`src/rtl/rd_result_collector_if.sv`:
```
// Issue / functional-unit / writeback bundle for rd_result_collector.
// The slave modport is the collector's view; master is the surrounding pipeline.
interface rd_result_collector_if #(
  parameter int unsigned N        = 16,
  parameter int unsigned SEL_LINE = 4,
  parameter int unsigned NUM_FU   = 7,
  parameter int unsigned ADDR_W   = 4
);
  logic                  issue_valid;
  logic                  issue_ready;
  logic [SEL_LINE-1:0]   issue_opcode;
  logic [ADDR_W-1:0]     issue_rd_addr;
  logic [NUM_FU*N-1:0]   fu_result;
  logic [NUM_FU-1:0]     fu_done;
  logic                  wb_valid;
  logic                  wb_ready;
  logic [N-1:0]          wb_data;
  logic [ADDR_W-1:0]     wb_rd_addr;
  logic [SEL_LINE-1:0]   wb_opcode;
  logic                  wb_zero;
  logic                  wb_neg;
  logic                  wb_illegal;
  logic                  fu_overflow;

  modport slave (
    input  issue_valid, issue_opcode, issue_rd_addr, fu_result, fu_done, wb_ready,
    output issue_ready, wb_valid, wb_data, wb_rd_addr, wb_opcode,
           wb_zero, wb_neg, wb_illegal, fu_overflow
  );

  modport master (
    output issue_valid, issue_opcode, issue_rd_addr, fu_result, fu_done, wb_ready,
    input  issue_ready, wb_valid, wb_data, wb_rd_addr, wb_opcode,
           wb_zero, wb_neg, wb_illegal, fu_overflow
  );
endinterface

```
`src/rtl/rd_result_collector.sv`:
```
// In-order retire of issued ALU ops: results from variable-latency units are held
// per unit until their op reaches the queue head, then loaded into a registered writeback slot.
module rd_result_collector #(
  parameter int unsigned N        = 16,
  parameter int unsigned SEL_LINE = 4,
  parameter int unsigned NUM_FU   = 7,
  parameter int unsigned DEPTH    = 4,
  parameter int unsigned ADDR_W   = 4
) (
  input  logic                  clk,
  input  logic                  rst_n,
  rd_result_collector_if.slave  bus
);

  localparam int unsigned PTR_W = $clog2(DEPTH);
  localparam int unsigned CNT_W = PTR_W + 1;

  logic [SEL_LINE-1:0] q_op_q [DEPTH];
  logic [SEL_LINE-1:0] q_op_d [DEPTH];
  logic [ADDR_W-1:0]   q_rd_q [DEPTH];
  logic [ADDR_W-1:0]   q_rd_d [DEPTH];
  logic [PTR_W-1:0]    wr_ptr_q, wr_ptr_d, rd_ptr_q, rd_ptr_d;
  logic [CNT_W-1:0]    count_q, count_d;
  logic                issue_ready_q, issue_ready_d;

  logic [N-1:0]        hold_q [NUM_FU];
  logic [N-1:0]        hold_d [NUM_FU];
  logic [NUM_FU-1:0]   hold_v_q, hold_v_d;
  logic                overflow_q, overflow_d;

  logic                wb_valid_q, wb_valid_d;
  logic [N-1:0]        wb_data_q, wb_data_d;
  logic [ADDR_W-1:0]   wb_rd_q, wb_rd_d;
  logic [SEL_LINE-1:0] wb_op_q, wb_op_d;
  logic                wb_zero_q, wb_zero_d;
  logic                wb_neg_q, wb_neg_d;
  logic                wb_ill_q, wb_ill_d;

  logic [SEL_LINE-1:0] head_op_c;
  logic                head_illegal_c, head_hit_c, push_c, retire_c;
  logic [N-1:0]        head_data_c, retire_data_c;

  // Next-state: queue, hold registers and writeback slot
  always_comb begin
    q_op_d        = q_op_q;
    q_rd_d        = q_rd_q;
    wr_ptr_d      = wr_ptr_q;
    rd_ptr_d      = rd_ptr_q;
    hold_d        = hold_q;
    hold_v_d      = hold_v_q;
    overflow_d    = overflow_q;
    wb_valid_d    = wb_valid_q;
    wb_data_d     = wb_data_q;
    wb_rd_d       = wb_rd_q;
    wb_op_d       = wb_op_q;
    wb_zero_d     = wb_zero_q;
    wb_neg_d      = wb_neg_q;
    wb_ill_d      = wb_ill_q;
    head_hit_c    = 1'b0;
    head_data_c   = '0;

    head_op_c      = q_op_q[rd_ptr_q];
    head_illegal_c = (32'(head_op_c) >= NUM_FU);
    for (int unsigned i = 0; i < NUM_FU; i++) begin
      if (head_op_c == SEL_LINE'(i)) begin
        head_hit_c  = hold_v_q[i];
        head_data_c = hold_q[i];
      end
    end

    push_c   = bus.issue_valid && issue_ready_q;
    retire_c = (count_q != '0) && (!wb_valid_q || bus.wb_ready) &&
               (head_illegal_c || head_hit_c);
    retire_data_c = head_illegal_c ? '0 : head_data_c;

    if (push_c) begin
      q_op_d[wr_ptr_q] = bus.issue_opcode;
      q_rd_d[wr_ptr_q] = bus.issue_rd_addr;
      wr_ptr_d         = wr_ptr_q + PTR_W'(1);
    end
    if (retire_c) begin
      rd_ptr_d = rd_ptr_q + PTR_W'(1);
    end
    count_d       = count_q + CNT_W'(push_c) - CNT_W'(retire_c);
    issue_ready_d = (count_d < CNT_W'(DEPTH));

    // A capture in the same cycle as consumption keeps the hold valid
    for (int unsigned i = 0; i < NUM_FU; i++) begin
      if (bus.fu_done[i]) begin
        hold_d[i]   = bus.fu_result[i*N +: N];
        hold_v_d[i] = 1'b1;
        if (hold_v_q[i] && !(retire_c && !head_illegal_c && head_op_c == SEL_LINE'(i)))
          overflow_d = 1'b1;
      end else if (retire_c && !head_illegal_c && head_op_c == SEL_LINE'(i)) begin
        hold_v_d[i] = 1'b0;
      end
    end

    if (retire_c) begin
      wb_valid_d = 1'b1;
      wb_data_d  = retire_data_c;
      wb_rd_d    = q_rd_q[rd_ptr_q];
      wb_op_d    = head_op_c;
      wb_ill_d   = head_illegal_c;
      wb_zero_d  = (retire_data_c == '0);
      wb_neg_d   = retire_data_c[N-1];
    end else if (wb_valid_q && bus.wb_ready) begin
      wb_valid_d = 1'b0;
    end
  end

  always_ff @(posedge clk or negedge rst_n) begin
    if (!rst_n) begin
      for (int unsigned i = 0; i < DEPTH; i++) begin
        q_op_q[i] <= '0;
        q_rd_q[i] <= '0;
      end
      for (int unsigned i = 0; i < NUM_FU; i++) hold_q[i] <= '0;
      wr_ptr_q      <= '0;
      rd_ptr_q      <= '0;
      count_q       <= '0;
      issue_ready_q <= 1'b1;
      hold_v_q      <= '0;
      overflow_q    <= 1'b0;
      wb_valid_q    <= 1'b0;
      wb_data_q     <= '0;
      wb_rd_q       <= '0;
      wb_op_q       <= '0;
      wb_zero_q     <= 1'b0;
      wb_neg_q      <= 1'b0;
      wb_ill_q      <= 1'b0;
    end else begin
      q_op_q        <= q_op_d;
      q_rd_q        <= q_rd_d;
      hold_q        <= hold_d;
      wr_ptr_q      <= wr_ptr_d;
      rd_ptr_q      <= rd_ptr_d;
      count_q       <= count_d;
      issue_ready_q <= issue_ready_d;
      hold_v_q      <= hold_v_d;
      overflow_q    <= overflow_d;
      wb_valid_q    <= wb_valid_d;
      wb_data_q     <= wb_data_d;
      wb_rd_q       <= wb_rd_d;
      wb_op_q       <= wb_op_d;
      wb_zero_q     <= wb_zero_d;
      wb_neg_q      <= wb_neg_d;
      wb_ill_q      <= wb_ill_d;
    end
  end

  assign bus.issue_ready = issue_ready_q;
  assign bus.wb_valid    = wb_valid_q;
  assign bus.wb_data     = wb_data_q;
  assign bus.wb_rd_addr  = wb_rd_q;
  assign bus.wb_opcode   = wb_op_q;
  assign bus.wb_zero     = wb_zero_q;
  assign bus.wb_neg      = wb_neg_q;
  assign bus.wb_illegal  = wb_ill_q;
  assign bus.fu_overflow = overflow_q;

endmodule

```
`src/flat_wrapper.sv`:
```
// flat-port wrapper written by rule: the top's interface ports become plain ports
module rd_result_collector_flat 
#(
  parameter int unsigned N        = 16,
  parameter int unsigned SEL_LINE = 4,
  parameter int unsigned NUM_FU   = 7,
  parameter int unsigned DEPTH    = 4,
  parameter int unsigned ADDR_W   = 4
)
  (clk, rst_n, bus_issue_valid, bus_issue_opcode, bus_issue_rd_addr, bus_fu_result, bus_fu_done, bus_wb_ready, bus_issue_ready, bus_wb_valid, bus_wb_data, bus_wb_rd_addr, bus_wb_opcode, bus_wb_zero, bus_wb_neg, bus_wb_illegal, bus_fu_overflow);
  rd_result_collector_if #(.N(N), .SEL_LINE(SEL_LINE), .NUM_FU(NUM_FU), .ADDR_W(ADDR_W)) bus_i ();
  input  logic clk;
  input  logic rst_n;
  input wire logic [$bits(bus_i.issue_valid)-1:0] bus_issue_valid;
  input wire logic [$bits(bus_i.issue_opcode)-1:0] bus_issue_opcode;
  input wire logic [$bits(bus_i.issue_rd_addr)-1:0] bus_issue_rd_addr;
  input wire logic [$bits(bus_i.fu_result)-1:0] bus_fu_result;
  input wire logic [$bits(bus_i.fu_done)-1:0] bus_fu_done;
  input wire logic [$bits(bus_i.wb_ready)-1:0] bus_wb_ready;
  output wire logic [$bits(bus_i.issue_ready)-1:0] bus_issue_ready;
  output wire logic [$bits(bus_i.wb_valid)-1:0] bus_wb_valid;
  output wire logic [$bits(bus_i.wb_data)-1:0] bus_wb_data;
  output wire logic [$bits(bus_i.wb_rd_addr)-1:0] bus_wb_rd_addr;
  output wire logic [$bits(bus_i.wb_opcode)-1:0] bus_wb_opcode;
  output wire logic [$bits(bus_i.wb_zero)-1:0] bus_wb_zero;
  output wire logic [$bits(bus_i.wb_neg)-1:0] bus_wb_neg;
  output wire logic [$bits(bus_i.wb_illegal)-1:0] bus_wb_illegal;
  output wire logic [$bits(bus_i.fu_overflow)-1:0] bus_fu_overflow;
  assign bus_i.issue_valid = bus_issue_valid;
  assign bus_i.issue_opcode = bus_issue_opcode;
  assign bus_i.issue_rd_addr = bus_issue_rd_addr;
  assign bus_i.fu_result = bus_fu_result;
  assign bus_i.fu_done = bus_fu_done;
  assign bus_i.wb_ready = bus_wb_ready;
  assign bus_issue_ready = bus_i.issue_ready;
  assign bus_wb_valid = bus_i.wb_valid;
  assign bus_wb_data = bus_i.wb_data;
  assign bus_wb_rd_addr = bus_i.wb_rd_addr;
  assign bus_wb_opcode = bus_i.wb_opcode;
  assign bus_wb_zero = bus_i.wb_zero;
  assign bus_wb_neg = bus_i.wb_neg;
  assign bus_wb_illegal = bus_i.wb_illegal;
  assign bus_fu_overflow = bus_i.fu_overflow;
  rd_result_collector #(.N(N), .SEL_LINE(SEL_LINE), .NUM_FU(NUM_FU), .DEPTH(DEPTH), .ADDR_W(ADDR_W)) u_core (.clk(clk), .rst_n(rst_n), .bus(bus_i));
endmodule
```
`config.mk`:
```
export PLATFORM = sky130hd
export DESIGN_NAME = rd_result_collector_flat
export DESIGN_NICKNAME = d
export VERILOG_FILES = /design/src/rtl/rd_result_collector_if.sv /design/src/rtl/rd_result_collector.sv /design/src/flat_wrapper.sv
export SDC_FILE = /design/constraint.sdc
export NUM_CORES = 1
export LEC_CHECK = 0
export ABC_CLOCK_PERIOD_IN_PS = 3500
export CORE_MARGIN = 1.5
export CORE_UTILIZATION = 47
export CTS_CLUSTER_DIAMETER = 120
export DETAILED_ROUTE_END_ITERATION = 10
export GPL_TIMING_DRIVEN = 0
export HOLD_SLACK_MARGIN = 0.1
export PLACE_DENSITY = 0.76
export SYNTH_ARGS = -nofsm -noshare
export SYNTH_HDL_FRONTEND = slang
export SYNTH_SLANG_ARGS = --single-unit
```
`constraint.sdc`:
```
create_clock -name clk -period 3.5 [get_ports clk]
set_input_delay 0.875 -clock clk [delete_from_list [all_inputs] [get_ports clk]]
set_output_delay 0.875 -clock clk [all_outputs]
set_load 0.02 [all_outputs]
```
* Yosys cells after proc, flatten, opt, wreduce, memory -nomap -nowiden
Index checks and enable logic that the tools add are counted. W data, S select, Z words.
Storage, ports and cells: flip-flop bits (word level) 188, input port bits 131, output and inout bits 30, word-level logic and storage cells 148
Cells by class: add/subtract/negate cells 4, order comparisons 5, equality and inequality tests 6, mux-type cells 55, bitwise gates (word level) 2, reduce and logical (&&, ||, !) cells 42
Operators with widths (count):
- $mux W16 | 8
- $mux W1 | 37
- $bwmux W16 | 2
- $logic_and A1 B1 Y1 | 20
- $mux W4 | 5
- $bmux W4 S2 | 2
- $logic_not A16 Y1 | 1
- $reduce_bool A2 Y1 | 8
- $eq A4 B3 Y1 const B | 3
- $logic_not A1 Y1 | 9
- $demux W4 S2 | 1
- $eq A4 B2 Y1 const B | 2
- $ge A3 B3 Y1 const B | 2
- $not A2 Y3 | 2
- $add A2 B1 Y2 const B | 2
- $eq A4 B1 Y1 const B | 1
- $ge A4 B3 Y1 const B | 1
- $logic_not A4 Y1 | 1
- $add A3 B1 Y3 | 1
- $lt A3 B1 Y1 const B | 1
- $lt A3 B3 Y1 const B | 1
- $reduce_bool A3 Y1 | 1
- $sub A3 B1 Y3 | 1
- $logic_or A1 B1 Y1 | 2

* Longest topological paths before layout
depth after elaboration 32, mapped depth 19, mapped depth without buffers 15

* Worst setup path after synthesis
OpenSTA, ideal clock, no wires.
path type register to register, start register u_core.rd_ptr_q[0], end register u_core.issue_ready_q (netlist: u_core.bus.issue_ready), library setup time 79 ps, data arrival time 3587 ps, required time 3421 ps, setup slack -167 ps, stages on the path, launching flop included 19, path buffers 4, path through dfrtp_1 buf_6 mux4_2 buf_6 nor3b_1 o21a_1 o21ai_1 nand3_2 inv_2 buf_2 buf_4 ha_1 inv_1 ha_1 inv_1 fa_1 xnor2_1 xnor2_1 inv_1
Between the ends: longest elaborated chain between the ends 16, elaborated cells between the ends (all ways) 23
RTL lines:
- start: declaration | RTL line rd_result_collector.sv:22 | logic [PTR_W-1:0] wr_ptr_q, wr_ptr_d, rd_ptr_q, rd_ptr_d;
- start signal: assignment | RTL line rd_result_collector.sv:137 | rd_ptr_q <= rd_ptr_d;
- $not A2 Y3 (not written as such) * | RTL line rd_result_collector.sv:62 | head_op_c = q_op_q[rd_ptr_q];
- $bmux W4 S2 * | RTL line rd_result_collector.sv:62
- $mux W4 (not written as such) * (2 in a row) | RTL line rd_result_collector.sv:62
- $logic_not A4 Y1 | RTL line rd_result_collector.sv:65 | if (head_op_c == SEL_LINE'(i)) begin
- $mux W1 (7 in a row) | RTL line rd_result_collector.sv:65
- $logic_or A1 B1 Y1 * | RTL line rd_result_collector.sv:73 | (head_illegal_c || head_hit_c);
- $logic_and A1 B1 Y1 * | RTL line rd_result_collector.sv:72 | retire_c = (count_q != '0) && (!wb_valid_q || bus.wb_ready) &&
- named net u_core.retire_c | RTL line rd_result_collector.sv:40 | logic head_illegal_c, head_hit_c, push_c, retire_c;
- $sub A3 B1 Y3 * | RTL line rd_result_collector.sv:84 | count_d = count_q + CNT_W'(push_c) - CNT_W'(retire_c);
- named net u_core.count_d[2] | RTL line rd_result_collector.sv:23 | logic [CNT_W-1:0] count_q, count_d;
- $lt A3 B3 Y1 * | RTL line rd_result_collector.sv:85 | issue_ready_d = (count_d < CNT_W'(DEPTH));
- named net u_core.issue_ready_d | RTL line rd_result_collector.sv:24 | logic issue_ready_q, issue_ready_d;
- end signal: assignment | RTL line rd_result_collector.sv:139 | issue_ready_q <= issue_ready_d;
- end: declaration | RTL line rd_result_collector.sv:24
Mark *: on every way through the listed nets, which the timed path passes. The rest lies on a longest branch. The select of a mux whose other input is x is not followed. A chain may end at the register's enable or synchronous reset.

* Worst setup path after layout
start register u_core.rd_ptr_q[0], end register u_core.wb_zero_q (netlist: u_core.bus.wb_zero)
Between the ends: longest elaborated chain between the ends 14, elaborated cells between the ends (all ways) 30
RTL lines:
- $not A2 Y3 (not written as such) * | RTL line rd_result_collector.sv:62
- $bmux W4 S2 * | RTL line rd_result_collector.sv:62
- $mux W4 (not written as such) * (2 in a row) | RTL line rd_result_collector.sv:62
- $logic_not A4 Y1 | RTL line rd_result_collector.sv:65
- $mux W16 or $mux W1 (tied branches) (7 in a row) | RTL line rd_result_collector.sv:65
- $mux W16 or $logic_or A1 B1 Y1 (tied branches) | RTL line rd_result_collector.sv:74, rd_result_collector.sv:73
- $logic_not A16 Y1 or $logic_and A1 B1 Y1 (tied branches) | RTL line rd_result_collector.sv:105, rd_result_collector.sv:72
- end signal: assignment | RTL line rd_result_collector.sv:146 | wb_zero_q <= wb_zero_d;
- end: declaration | RTL line rd_result_collector.sv:35 | logic wb_zero_q, wb_zero_d;
Mark *: on every way between the ends. The rest lies on a longest branch, timed or not. The select of a mux whose other input is x is not followed.

==> summary.md <==
| Metric | Value |
|---|---|
| CTS Hold Bufs | 0 |
| Synth area leaders | dfrtp_1 55%, mux2_2 22%, mux4_2 2.1% |
| Warnings, synthesis | 0 |
| Synthesized instance count | 643 |
| Drt first pass iters | 7 |
| Area grow syn2layout | 31.9% |
| Static Leak | 0.00462 uW |
| EDFF count, synth | 0 |
| Clock Path Buffers | 2 |
| Vias in the first global route | 6,555 |
| Critical path startpoint category | flop |
| Post-Layout Cell Count | 1,072 |
| Number of inserted diodes | 0 |
| Power per Cell Area | 1010 nW/um^2 |
| Post-synthesis compound-gate area fraction | 8.63% |
| Die H | 138 um |
| PortBufs | 154 |
| Synth Area in Adders | 1.12% |
| Final worst path period need | roughly 3.4 ns |
| Mapped cell area | 8520 um^2 |
| Largest net degree at the start of global routing | 99 |
| Sequential element share of the synthesized area | a little over half |
| WP data required | 3.82 ns |
| Nets@finish | between 900 and 1,000 |
| Synth Area in Simple Gates | 5.58% |
| Total grt overflow | 0 |
| Clk_skew | 0.00621 ns |
| Main synth FF type | dfrtp_1 |
| Iter 0 DRT Violations | 451 |
| RSZ-0062 raised after global routing | false |
| Cell with the most instances after synthesis | dfrtp_1 |
| Post-Route WL | 23,500 um |
| H-tree depth | 4 |
| Wire length per cell | approximately 22 um |
| Crit-path leading delay family | compound AO/OA/AOI/OAI gates |
| Worst r2r path cells | 10 |
| Asr flop ratio synth | 100% |
| CP Class | flop to flop |
| Max Cap Violations | 0 |
| CTS buffer count | 17 |
| Max incr delay on CP | roughly 0.55 ns |
| Worst path bufs/invs | 4 |
| Final hold vios | 0 |
| Fmax | 298 MHz |
| Slew Limit Fails | 0 |
| Crit. Startpoint | u_core.rd_ptr_q[0] |
| Top Layer Used | met4 |
| Final setup fails | 0 |
| Initial antenna violation count | 0 |
| Result of the run | completed |
| Register bit total from synthesis | 187 |
| DRC Markers | 0 |
| Ports | approximately 160 |
| Metal3 WL | 1730 um |
| Area leader, netlist | dfrtp_1 |
| Routed length on met2 | 11,500 um |
| Synth unique cells | 58 |
| Crit share post-route | 96.0% |
| R2r startpoint | u_core.rd_ptr_q[0] |
| Clock latency on the worst-skew pair | about 0.43 ns |
| Multiplexer share of the synthesized area | 26.1% |
| Syn nets | 781 |
| Hold Path Class | input port to asynchronous set/reset pin |
| Post-synth top area share | between 50% and 60% |
| Slew headroom | 45.5% |
| Critical-path cell list | buf_8 > mux4_2 > buf_4 > buf_2 > buf_2 > mux2_2 > a221oi_1 > o32a_1 > nand4_1 > o41ai_2 |
| CP max-delay cell | mux4_2 |
| Post-route ant nets | 0 |
| Die ar. | 18,900 um^2 |
| Post-synth top cells | 186 x dfrtp_1, 166 x mux2_2, 38 x nand2_1 |
| Tightest Pin Transition | between 0.8 and 0.9 ns |
| Mapped Avg Cell Area | between 10 and 15 um^2 |
| CP most frequent cell | buf_2 |
| Core Region | 17,800 um^2 |
| CP arrival | about 3.7 ns |
| Critical Path Sink Type | flop |
| Starting density of the core | 47.8% |
| Root Buffer | clkbuf_16 |
| Clk sinks | ~190 |
| Largest family of logic cells by synthesized area | multiplexers |
| Vias/cell | ~5.8 |
| Die Span X | roughly 140 um |
| Share of layout cells above drive strength 1 | 31.7% |
| XOR/XNOR Fraction of Synth Area | less than 1% |
| Via Count | slightly above 6,000 |
| CTS tree | built |
| Met1 WL | approximately 9500 um |
| Final GP Congestion | 0.879 |
| GRT Total Usage | 25.2% |
| First-pass GRT wire length | about 35,000 um |
| HPWL after detailed placement | 16,800 um |
| Placed insts | slightly above 1,000 |
| Total chip power | 11,300 uW |
| VDD IR max | about 0.57 mV |
| Worst-path clk slew | ~0.070 ns |
| Crit path max fanout | 10 |
| Std cell rows | 49 |
| Crit path depth | 10 |
-- final timing paths --
path,to,slack (ns)
max in group asynchronous,u_core.bus.issue_ready,2.07
worst max-delay path,u_core.bus.wb_zero,0.14
worst max register to register,u_core.bus.wb_zero,0.14
worst min-delay path,u_core.hold_q[81],0.48
min in group clk,u_core.hold_q[74],0.51
worst min register to register,u_core.hold_q[74],0.51
-- state kept, by name, summed over array words and instances (netlist names), 2 cells and up --
register               count
u_core.bus.wb_data        16
u_core.bus.wb_opcode       4
u_core.bus.wb_rd_addr      4
u_core.count_q             3
u_core.hold_q            112
u_core.hold_v_q            7
u_core.q_op_q             16
u_core.q_rd_q             16
u_core.rd_ptr_q            2
u_core.wr_ptr_q            2
-- layout by cell type, fill, tap and decap left out, types with 4 or more instances in the layout --
cell type        instances
clkinv_2                 4
mux2i_1                 13
buf_6                    7
o21ai_0                 17
clkbuf_1                19
nor2_1                  20
nor3_1                   4
a211oi_1                 4
mux4_2                   9
clkdlybuf4s50_1        153
a221oi_1                17
a22oi_1                  7
nand3_1                 11
ha_1                     4
buf_4                   16
nand2_1                 37
dfrtp_1                185
buf_2                    7
a21oi_1                 23
clkbuf_16               17
nor2b_1                  5
inv_1                    7
a21o_1                   7
bufinv_16                4
mux2_2                 166
o32a_1                   5
-- worst reg2reg max path, stage by stage (launching register included) --
cell	delay (ns)
dfrtp_2	0.41
buf_8	0.12
mux4_2	0.55
buf_4	0.17
buf_2	0.14
buf_2	0.21
mux2_2	0.31
a221oi_1	0.52
o32a_1	0.31
nand4_1	0.18
o41ai_2	0.32
-- cells by family after synthesis --
group                      after synthesis
AOI/OAI and AO/OA                      104
xor gates and xnor gates                 5
adders and majority gates                7
buffers and inverters                   52
DFF                                    187
muxes                                  189
and+or+nand+nor                         99
-- layer usage --
metal	GRT usage [%]	vias to the layer above
met2	42.2	267
met4	10.4	0
met3	5.74	38
met1	31.5	3168
met5	0	-
li1	-	2745
-- cell type report --
| cell class | instances | area (um^2) |
|---|---|---|
| Sequential cell | 187 | 4680 |
| Clock buffer | 20 | 467 |
| Timing Repair Buffer | 171 | 1700 |
| Fill cell | 1311 | 6600 |
| Clock inverter | 11 | 166 |
| Tap cell | 229 | 287 |
| Inverter | 11 | 50.0 |
| Multi-Input combinational cell | 404 | 3660 |
| Buffer | 39 | 230 |
-- metrics by stage --
step / area, um^2 / worst slack (ns) / util, % / hold slack (ns) / TNS, ns
floorplan: 8570 / -0.0129 / - / 0.471 / -0.0129
global placement: 10400 / -5.67 / 58.3 / 0.481 / -1055.74
detailed placement: 10400 / -0.522 / 58.4 / 0.491 / -1.30
CTS: 11200 / 0.0121 / 62.8 / 0.507 / 0
global route: 11200 / 0.0654 / 63.0 / 0.525 / 0
finish: 11200 / 0.139 / 63.0 / 0.481 / 0
-- power breakdown --
group | internal (uW) | switching [uW]
registers | 2730 | 358
clock network | 1250 | 813
logic | 2750 | 3390
-- repair_timing --
action,in CTS,in global routing
setup endpoints to repair,3,2
gates resized for setup,16,6
pin swaps,5,8
gates cloned,1,0
setup buffers,13,2
Power figures use the tool's default switching activity.
